File: config.mk
export PLATFORM = sky130hd
export DESIGN_NAME = byte_link_rx
export DESIGN_NICKNAME = d
export VERILOG_FILES = /design/src/rtl/byte_link_pkg.sv /design/src/rtl/byte_link_rx_fifo.sv /design/src/rtl/byte_link_rx.sv
export SDC_FILE = /design/constraint.sdc
export NUM_CORES = 1
export LEC_CHECK = 0
export ABC_AREA = 1
export BUFFER_PORTS_ARGS = -buffer_cell sky130_fd_sc_hd__buf_2
export CAP_MARGIN = 10
export CELL_PAD_IN_SITES_DETAIL_PLACEMENT = 1
export CELL_PAD_IN_SITES_GLOBAL_PLACEMENT = 2
export CORE_ASPECT_RATIO = 0.7
export CORE_UTILIZATION = 36
export DETAILED_ROUTE_END_ITERATION = 8
export PLACE_DENSITY_LB_ADDON = 0.1
export SLEW_MARGIN = 5
export SYNTH_ARGS = -nofsm -noshare
export SYNTH_HDL_FRONTEND = slang
export SYNTH_HIERARCHICAL = 1
export SYNTH_SLANG_ARGS = --single-unit
File: constraint.sdc
create_clock -name clk -period 2.68 [get_ports clk]
set_clock_uncertainty 0.1 [all_clocks]
set_input_delay 0.134 -clock clk [delete_from_list [all_inputs] [get_ports clk]]
set_output_delay 0.134 -clock clk [all_outputs]
set_load 0.01 [all_outputs]
File: src/rtl/byte_link_pkg.sv
// Shared definitions for the byte link (transmit and receive ends).
package byte_link_pkg;

    localparam int DATA_W    = 8;
    localparam int DEF_DEPTH = 4;

    typedef logic [DATA_W-1:0] byte_t;

    function automatic logic even_parity(input byte_t b);
        return ^b;
    endfunction

endpackage

File: src/rtl/byte_link_rx_fifo.sv
// Show-ahead byte FIFO: storage, wrapping pointers and occupancy count.
module byte_link_rx_fifo
    import byte_link_pkg::*;
#(
    parameter int DEPTH = DEF_DEPTH,
    localparam int AW = $clog2(DEPTH),
    localparam int LW = AW + 1
) (
    input  logic          clk,
    input  logic          rst,
    input  logic          push,
    input  logic          pop,
    input  byte_t         wr_data,
    output byte_t         rd_data,
    output logic [LW-1:0] count
);

    byte_t         mem [DEPTH];
    logic [AW-1:0] wr_ptr;
    logic [AW-1:0] rd_ptr;

    // NOTE: the storage is reset too, so the head byte reads 8'h00 straight out of reset.
    always_ff @(posedge clk) begin
        if (rst) begin
            for (int i = 0; i < DEPTH; i++) begin
                mem[i] <= '0;
            end
            wr_ptr <= '0;
            rd_ptr <= '0;
            count  <= '0;
        end else begin
            // NOTE: non-blocking assignments keep every register update tied to the same edge.
            if (push) begin
                mem[wr_ptr] <= wr_data;
                wr_ptr      <= wr_ptr + AW'(1);
            end
            if (pop) begin
                rd_ptr <= rd_ptr + AW'(1);
            end
            case ({push, pop})
                2'b10:   count <= count + LW'(1);
                2'b01:   count <= count - LW'(1);
                default: count <= count;
            endcase
        end
    end

    // Pointers wrap naturally because DEPTH is a power of two.
    assign rd_data = mem[rd_ptr];

endmodule

File: src/rtl/byte_link_rx.sv
// Byte link receiver: push/pop qualification, sticky error flags, FIFO.
// Optional parity checking is enabled with `define BYTE_LINK_RX_PARITY_EN.
module byte_link_rx
    import byte_link_pkg::*;
#(
    parameter int DEPTH = DEF_DEPTH
) (
    input  logic                     clk,
    input  logic                     rst,
    input  logic [DATA_W-1:0]        d_in,
    input  logic                     d_in_vld,
`ifdef BYTE_LINK_RX_PARITY_EN
    input  logic                     d_in_par,
    output logic                     par_err,
`endif
    output logic [DATA_W-1:0]        d_out,
    output logic                     d_out_vld,
    input  logic                     d_out_rdy,
    output logic [$clog2(DEPTH):0]   level,
    output logic                     ovf,
    input  logic                     err_clr
);

    localparam int LW = $clog2(DEPTH) + 1;

    logic par_ok;
    logic strobe_ok;
    logic full;
    logic push;
    logic pop;
    logic ovf_set;

    // NOTE: every signal driven here gets a default first so no latch is inferred.
    always_comb begin
        par_ok = 1'b1;
`ifdef BYTE_LINK_RX_PARITY_EN
        par_ok = (d_in_par == even_parity(d_in));
`endif
        strobe_ok = d_in_vld && par_ok;
        full      = (level == LW'(DEPTH));
        pop       = d_out_vld && d_out_rdy;
        // A full FIFO still accepts a byte when the head leaves in the same cycle.
        push      = strobe_ok && (!full || pop);
        ovf_set   = strobe_ok && full && !pop;
    end

    assign d_out_vld = (level != '0);

    byte_link_rx_fifo #(.DEPTH(DEPTH)) u_fifo (
        .clk     (clk),
        .rst     (rst),
        .push    (push),
        .pop     (pop),
        .wr_data (d_in),
        .rd_data (d_out),
        .count   (level)
    );

    // Sticky flags: a new error wins over a simultaneous clear.
    always_ff @(posedge clk) begin
        if (rst) begin
            ovf <= 1'b0;
        end else if (ovf_set) begin
            ovf <= 1'b1;
        end else if (err_clr) begin
            ovf <= 1'b0;
        end
    end

`ifdef BYTE_LINK_RX_PARITY_EN
    always_ff @(posedge clk) begin
        if (rst) begin
            par_err <= 1'b0;
        end else if (d_in_vld && !par_ok) begin
            par_err <= 1'b1;
        end else if (err_clr) begin
            par_err <= 1'b0;
        end
    end
`endif

endmodule

==> flow_metrics.env <==
export IMPL_worstSetupPathType="flip-flop to flip-flop"
export IMPL_initial_utilization_pct=38.3
export IMPL_ys_ff_latch=42
export IMPL_ys_warn_count=6
export IMPL_leakage_nw=0.906
export IMPL_cp_required_ps=2530
export IMPL_combPwrFrac_pct=28.0
export IMPL_fin_crit_sh_pct=85.4
export IMPL_ant_nets=0
export IMPL_power_total_w=0.00172
export IMPL_routabilityCongestion=0.772
export IMPL_synth_cell_types=25
export IMPL_cts_setup_buffers=0
export IMPL_worst_setup_path_start_kind="flip-flop"
export IMPL_area_delta_synth_final_pct=15.6
export IMPL_pwr_share_clk_pct=22.8
export IMPL_antenna_found_initial=0
export IMPL_setup_viol=0
export IMPL_drc=0
export IMPL_fin_nets=228
export IMPL_htreeDepth=2
export IMPL_fp_row_count=21
export IMPL_dr_pass1_iters=4
export IMPL_final_setup_tns_ps=0
export IMPL_switching_share_pct=34.2
export IMPL_arrival_ps=2140
export IMPL_grt_ovfl_total=0
export IMPL_drv_cap=0
export IMPL_coreArea_um2=4860
export IMPL_cts_sinks=42
export IMPL_post_drt_wl_per_cell_um=15.6
export IMPL_dieArea_um2=5460
export IMPL_synth_cells=181
export IMPL_seqCellArea_um2=1160
export IMPL_wirelength_um=4420
export IMPL_dpl_cell_count=273
export IMPL_drive_gt1_share_pct=22.9
export IMPL_post_route_min_period_ps=2290
export IMPL_cts_root_buf="clkbuf_8"
export IMPL_instances_no_fill=283
export IMPL_worstSkewPairLatency_ps=290
export IMPL_hold_path_class="input port to flip-flop"
export IMPL_final_common_cell="nor2_1"
export IMPL_p_int_w=0.00113
export IMPL_numCtsBuffers=5
export IMPL_slew_violations=0
export IMPL_cts_tree="done"
export IMPL_final_cell_mix="nor2_1 (42), edfxtp_1 (32), buf_2 (25), inv_1 (21), o21ai_0 (18)"
export IMPL_dpl_instance_area_um2=2050
export IMPL_ioPinCount=26
export IMPL_dp_hpwl_um=3150
export IMPL_grt_setup_unrepaired="false"
export IMPL_p_switching_w=0.000588
export IMPL_die_w_um=87.9
export IMPL_diodes=0
export IMPL_cp_max_fo=18
export IMPL_p_seq_share_pct=49.2
export IMPL_drt_iter0_drc=83
export IMPL_peakVddDrop_uv=246
export IMPL_syn_area_um2=1860
export IMPL_design_area_um2=2150
export IMPL_fillers=575
export IMPL_grt_use_total_pct=18.3
export IMPL_clk_pin_slew_ps=80
export IMPL_port_buffer_count=25
export IMPL_grt_pass1_wl_um=7310
export IMPL_multi_input_area_um2=574
export IMPL_cts_buffer_depth=2
export IMPL_grt_max_degree=19
export IMPL_end_kind="flip-flop"
export IMPL_maxSlewHeadroom_pct=60.1
export IMPL_outcome="completed"
export IMPL_finalHoldViolations=0
export IMPL_worst_pin_slew_ps=597
export IMPL_fmax_mhz=437
export IMPL_ys_seq_area_share_pct=62.4
export IMPL_grt_pass1_vias=1434
export IMPL_p_per_area_nw_per_um2=799
export IMPL_die_height_um=62.1
export IMPL_vias=1371
export IMPL_syn_num_nets=196
export IMPL_routed_via_density=4.84
export IMPL_avgSynthCellArea_um2=10.3
[per-layer routing]
layer  vias up  share of wire [%]  GRT usage [%]
li1        674                  -              -
met1       674                 53           26.9
met2        18                 43           27.3
met3         5                2.7           3.99
met4         0               0.97           4.92
met5         -                  0              0
[registers in the layout (all words and copies together) (netlist names), named ones only]
signal,count
u_fifo/mem,32
u_fifo/count,3
u_fifo/rd_ptr,2
u_fifo/wr_ptr,2
ovf,1
[critical path, cell delays in order, from the launching register on]
cell and delay [ps]:
dfxtp_1 380, nor2_2 80, a21boi_0 460, nand2_4 250
nor2_4 170, nand2_2 150, nand2_1 350
[final cells by class]
type	instances	area share [%]
multi-input combinational	112	26.7
inverter	23	4.01
clock buffer	6	3.37
clock inverter	2	0.465
tap	69	4.01
timing repair buffer	29	7.45
sequential	42	54.0
[logic make-up after synthesis]
logic type / after synthesis / share of synthesized area [%]
buffers and inverters: 27 / 6.72
DFF: 42 / 62.4
and+or+nand+nor: 72 / 17.3
AOI/OAI and AO/OA: 38 / 11.8
adders and majority gates: 2 / 1.75
[repair_timing]
item | CTS | global route
hold buffers | 2 | 0
hold endpoints to repair | 1 | 0
gates resized for setup | 0 | 0
[power groups by stage]
stage | sequential, W | combinational, W | clock [W]
after floorplan | 0.000842 | 0.000326 | 0
after global routing | 0.000859 | 0.000547 | 0.000424
after CTS | 0.000848 | 0.000487 | 0.000407
after detailed placement | 0.000862 | 0.000481 | 0
final | 0.000846 | 0.000481 | 0.000391
after global placement | 0.000858 | 0.000460 | 0
[final timing paths]
check / slack [ps] / startpoint / end / depth (start not counted)
worst max-delay path: 390 / u_fifo/count[1]$_SDFFE_PP0P_ / u_fifo/mem[0][1]$_SDFFCE_PN0P_ / 6
worst min register to register: 370 / u_fifo/rd_ptr[1]$_SDFFE_PP0P_ / u_fifo/rd_ptr[1]$_SDFFE_PP0P_ / 1
worst min-delay path: 90 / d_in[5] / u_fifo/mem[2][5]$_SDFFCE_PN0P_ / 3
worst max register to register: 390 / u_fifo/count[1]$_SDFFE_PP0P_ / u_fifo/mem[0][1]$_SDFFCE_PN0P_ / 6
[cells in the mapped netlist]
cell | count | area (µm²)
nand4_1 | 1 | 6.26
nand2_4 | 1 | 11.3
inv_1 | 21 | 78.8
o21ai_0 | 18 | 90.1
edfxtp_1 | 32 | 961
o21ai_1 | 2 | 10.0
fa_1 | 1 | 20.0
o22ai_1 | 8 | 50.1
nor2_4 | 1 | 11.3
nand2_2 | 3 | 18.8
ha_1 | 1 | 12.5
nand3_2 | 1 | 10.0
dfxtp_1 | 10 | 200
o21ai_2 | 3 | 26.3
a21oi_1 | 4 | 20.0
a21boi_0 | 2 | 15.0
a21oi_2 | 1 | 8.76
nand3_1 | 2 | 10.0
buf_2 | 1 | 5.00
buf_6 | 3 | 33.8
nor2_2 | 3 | 18.8
nor3_1 | 8 | 40.0
nor2_1 | 42 | 158
inv_2 | 2 | 7.51
nand2_1 | 10 | 37.5
[per-stage QoR]
stage          setup WS [ps]  util [%]  hold slack, ps
2_1_floorplan            518         -            96.4
3_3_place_gp             522      42.1             206
3_5_place_dp             386      42.1             213
4_1_cts                  352      44.2            85.6
5_1_grt                  182      44.2            88.2
6_report                 392      44.2            94.1
No activity file was read; power rests on OpenSTA's default activity.
